## config.mk

```make
export PLATFORM = sky130hd
export DESIGN_NAME = imm_fetch_ctrl
export DESIGN_NICKNAME = d
export VERILOG_FILES = /design/src/rtl/imm_fetch_ctrl.sv
export SDC_FILE = /design/constraint.sdc
export NUM_CORES = 1
export LEC_CHECK = 0
export BUFFER_PORTS_ARGS = -buffer_cell sky130_fd_sc_hd__buf_2
export CAP_MARGIN = 20
export CELL_PAD_IN_SITES_DETAIL_PLACEMENT = 0
export CELL_PAD_IN_SITES_GLOBAL_PLACEMENT = 2
export CORE_MARGIN = 2
export CORE_UTILIZATION = 30
export CTS_CLUSTER_DIAMETER = 50
export DETAILED_ROUTE_END_ITERATION = 6
export PLACE_DENSITY_LB_ADDON = 0.1
export SLEW_MARGIN = 0
export SYNTH_ARGS = -nofsm -noshare
export SYNTH_HDL_FRONTEND = slang
export SYNTH_SLANG_ARGS = --single-unit
```

## constraint.sdc

```tcl
create_clock -name clk -period 1.9 [get_ports clk]
set_input_delay 0.095 -clock clk [delete_from_list [all_inputs] [get_ports clk]]
set_output_delay 0.095 -clock clk [all_outputs]
set_load 0.05 [all_outputs]
```

## src/rtl/imm_fetch_ctrl.sv

```systemverilog
// Pairs an opcode word with an optional 16-bit immediate and presents both to decode as one registered beat.
// Optional: define IMM_ZEXT_EN to add in_zext, selecting zero- instead of sign-extension per instruction.
module imm_fetch_ctrl #(
  parameter int INSTR_W = 16,
  parameter int DATA_W  = 32,
  parameter int TIMEOUT = 15
) (
  input  logic               clk,
  input  logic               rst,
  input  logic               in_valid,
  output logic               in_ready,
  input  logic [INSTR_W-1:0] in_word,
  input  logic               in_need_imm,
`ifdef IMM_ZEXT_EN
  input  logic               in_zext,
`endif
  input  logic               flush,
  output logic               out_valid,
  input  logic               out_ready,
  output logic [INSTR_W-1:0] out_instr,
  output logic [DATA_W-1:0]  out_imm,
  output logic               out_has_imm,
  output logic               busy,
  output logic               timeout_err
);

  // Handshake: a word moves when in_valid && in_ready; a beat moves when out_valid && out_ready.
  // in_ready is high whenever the output register is empty or being drained this cycle.

  localparam int CNT_W = (TIMEOUT > 1) ? $clog2(TIMEOUT) : 1;

  typedef enum logic [0:0] {IDLE, WAIT_IMM} state_t;

  state_t             state;
  logic [CNT_W-1:0]   cnt;
  logic [INSTR_W-1:0] op_q;
  logic [DATA_W-1:0]  imm_ext;
  logic               accept;
`ifdef IMM_ZEXT_EN
  logic               zext_q;
`endif

  assign in_ready = !out_valid || out_ready;
  assign accept   = in_valid && in_ready;
  assign busy     = (state == WAIT_IMM);

  always_comb begin
    imm_ext = {{(DATA_W-INSTR_W){in_word[INSTR_W-1]}}, in_word};
`ifdef IMM_ZEXT_EN
    if (zext_q) imm_ext = {{(DATA_W-INSTR_W){1'b0}}, in_word};
`endif
  end

  always_ff @(posedge clk or posedge rst) begin
    if (rst) begin
      state       <= IDLE;
      cnt         <= '0;
      op_q        <= '0;
      out_valid   <= 1'b0;
      out_instr   <= '0;
      out_imm     <= '0;
      out_has_imm <= 1'b0;
      timeout_err <= 1'b0;
`ifdef IMM_ZEXT_EN
      zext_q      <= 1'b0;
`endif
    end else begin
      timeout_err <= 1'b0;
      if (flush) begin
        // Anything accepted alongside a flush is discarded, including a pending opcode word.
        state     <= IDLE;
        out_valid <= 1'b0;
        cnt       <= '0;
      end else begin
        if (out_valid && out_ready) out_valid <= 1'b0;
        case (state)
          IDLE: begin
            if (accept) begin
              if (in_need_imm) begin
                op_q  <= in_word;
                cnt   <= '0;
                state <= WAIT_IMM;
`ifdef IMM_ZEXT_EN
                zext_q <= in_zext;
`endif
              end else begin
                out_valid   <= 1'b1;
                out_instr   <= in_word;
                out_imm     <= '0;
                out_has_imm <= 1'b0;
              end
            end
          end
          WAIT_IMM: begin
            if (accept) begin
              out_valid   <= 1'b1;
              out_instr   <= op_q;
              out_imm     <= imm_ext;
              out_has_imm <= 1'b1;
              state       <= IDLE;
            end else if ((TIMEOUT != 0) && (cnt == CNT_W'(TIMEOUT - 1))) begin
              state       <= IDLE;
              cnt         <= '0;
              timeout_err <= 1'b1;
            end else begin
              cnt <= cnt + 1'b1;
            end
          end
          default: state <= IDLE;
        endcase
      end
    end
  end

endmodule

```

==> impl_metrics.py <==
metrics = {
    "routing": {
        "drc_errors": 0,
        "drt-initial-drc-count": 32,
        "via_count": 1667,
        "wl_mm": 5.46,
        "viasPerCell": 4.52,
        "first_pass_iters": 4,
        "ant_nets": 0,
        "wire_per_inst_um": 14.8,
    },
    "global_route": {
        "grt_max_degree": 57,
        "grt_pass1_vias": 1643,
        "antenna_found_initial": 0,
        "grt_usage_pct": 12.5,
        "grt_pass1_wl_mm": 8.73,
        "gr-total-overflow": 0,
    },
    "pwr": {
        "ir_drop_mv": 0.349,
        "powerDensity_mw_per_mm2": 1160,
        "cellLeakagePower_nw": 1.57,
        "power_mw": 3.50,
    },
    "floorplanning": {
        "die_x_um": 95.1,
        "die-area_mm2": 0.00905,
        "rows": 33,
        "io_pins": 75,
        "start_util_pct": 30.6,
        "fp.coreArea_mm2": 0.00813,
        "die_h_um": 95.1,
    },
    "final_layout": {
        "drive_above_1_share_pct": 42.4,
        "post-route-util_pct": 37.2,
        "fill_cells": 836,
        "final_cell_mix": "74 x buf_2, 55 x dfrtp_1, 20 x nand2_1",
        "antennaDiodeCount": 0,
        "nets": 287,
        "final_common_cell": "buf_2",
        "syn2layout_area_growth_pct": 21.3,
    },
    "timing": {
        "worstMarginPinSlew_ns": 0.378,
        "hold_violations": 0,
        "rsz0062_at_grt": "false",
        "min_period_over_period_pct": 81.6,
        "drv_slew": 0,
        "setup_violations": 0,
        "max_freq_mhz": 645,
        "fin_skew_ns": 0.00684,
        "period_needed_ns": 1.55,
        "final.setup.tns_ns": 0,
        "max_slew_margin_pct": 74.8,
    },
    "clock_network": {
        "cts_tree": "yes",
        "h-tree-depth": 2,
        "cts_resized": 0,
        "cts_buffer_depth": 2,
        "cts_sinks": 56,
        "clk_latency_ns": 0.31,
        "ctsRootBufferMaster": "clkbuf_8",
        "cts_made_buffers": 5,
        "path_clk_slew_ns": 0.10,
    },
    "worst_setup_path": {
        "start_kind": "flop",
        "crit_arrival_ns": 1.75,
        "cp.required_ns": 2.10,
        "worstPathMaxFanout": 17,
        "criticalPathCategory": "reg -> reg",
        "cp-end-kind": "flop",
    },
    "logic_synthesis": {
        "syn_area_per_cell_um2": 12.6,
        "syn_inst": 198,
        "ys_ff_latch": 56,
        "yosysTopAreaCell": "dfrtp_1",
        "synth_top_cell_area_share_pct": 56.3,
        "yosys-top-cells-area": "dfrtp_1 56%, mux2i_1 6.4%, a22o_1 5.6%, mux2_4 5.4%, buf_4 4.8%",
        "yosysSeqAreaShare_pct": 56.3,
        "syn_nets": 222,
        "ys_types": 31,
        "yosysWarnings": 0,
        "synth_area_mm2": 0.00249,
    },
    "run": {
        "maxCapViolCount": 0,
    },
    "placed_design": {
        "hpwlAfterDp_mm": 3.72,
        "gp_congestion": 0.716,
        "io_buffers": 74,
    },
    "outcome": {
        "status": "complete, no violations",
    },
    "worst_hold_path": {
        "holdCritPathClass": "in -> reg",
    },
}
==> area by class of cell <==
| cell class | count | area (µm²) | share of cell area (%) |
|---|---|---|---|
| clock inverter | 1 | 30.0 | 0.993 |
| multi-input combinational | 113 | 885 | 29.3 |
| sequential | 56 | 1400 | 46.4 |
| clock buffer | 7 | 96.3 | 3.19 |
| timing repair buffer | 85 | 470 | 15.6 |
| tap | 105 | 131 | 4.35 |
| inverter | 2 | 7.51 | 0.248 |
==> worst paths after layout <==
| check | startpoint | end | slack [ns] | cells after the start |
|---|---|---|---|---|
| max | busy$_DFF_PP0_ | op_q[8]$_DFFE_PP0P_ | 0.35 | 4 |
| min reg2reg | out_instr[2]$_DFFE_PP0P_ | out_instr[2]$_DFFE_PP0P_ | 0.48 | 2 |
| max in group asynchronous | rst | out_valid$_DFF_PP0_ | 1.26 | 4 |
| min in group asynchronous | rst | out_instr[5]$_DFFE_PP0P_ | 0.38 | 4 |
| min | in_word[12] | out_imm[12]$_DFFE_PP0P_ | 0.03 | 2 |
| max reg2reg | busy$_DFF_PP0_ | op_q[8]$_DFFE_PP0P_ | 0.35 | 4 |
==> sequential cells by signal, indices dropped and copies added, names as in the netlist <==
| signal | cells |
|---|---|
| out_imm | 16 |
| busy | 1 |
| timeout_err | 1 |
| cnt | 4 |
| out_instr | 16 |
| out_has_imm | 1 |
| op_q | 16 |
| out_valid | 1 |
==> metal layers <==
metal,vias up,routed length (µm),global-route usage (%)
li1,813,-,-
met1,812,2690,18.0
met2,38,2450,18.6
met3,4,284,3.16
met4,0,42,3.26
met5,-,0,0
==> power by group <==
part	internal [mW]	total, mW	switching (mW)
sequential	1.39	1.51	0.118
clock	0.466	0.855	0.389
combinational	0.324	1.13	0.805
total	2.18	3.50	1.31
==> metrics by stage <==
stage,setup slack [ns],std cells,instance area (µm²),hold WS (ns)
2_1_floorplan,0.0721,198,2490,0.154
3_3_place_gp,0.367,359,2880,0.182
3_5_place_dp,0.349,359,2880,0.184
4_1_cts,0.334,369,3020,0.0171
5_1_grt,0.281,369,3020,0.0305
6_report,0.349,369,3020,0.0262
==> cell usage after synthesis <==
master / count
buf_1: 1
o21ai_0: 19
nand2b_1: 1
buf_4: 16
mux2_4: 9
ha_1: 2
nand4_1: 1
nand3_1: 2
a22o_1: 16
a311oi_1: 1
buf_2: 4
clkbuf_1: 3
inv_1: 2
mux2_2: 7
buf_6: 2
dfrtp_1: 56
or2_1: 1
buf_12: 1
nand2b_4: 2
nand2_1: 20
a21o_1: 2
and3_1: 3
nor2b_2: 1
nor4_1: 1
mux2i_1: 16
nand4b_1: 1
o31ai_1: 3
or3_1: 2
nor3_1: 1
a21oi_1: 1
o211ai_1: 1
==> kinds of logic after synthesis <==
logic type                 after synthesis  synth area share, %
muxes                                   32                 15.0
DFF                                     56                 56.3
adders and majority gates                2                 1.00
buffers and inverters                   29                 8.24
and+or+nand+nor                         36                 7.69
AOI/OAI and AO/OA                       43                 11.8
==> critical path: stages (launching register included) <==
cell and delay (ns):
dfrtp_1 0.41, nand2b_4 0.15, or3_1 0.34, buf_4 0.23, mux2_4 0.31
==> repair_timing <==
| action | 4_1_cts | 5_1_grt |
|---|---|---|
| hold endpoints to repair | 57 | 0 |
| buffers inserted | 0 | 0 |
| hold buffers | 2 | 0 |
| endpoints found under the setup margin | 0 | 0 |
(Power assumes the default switching activity.)
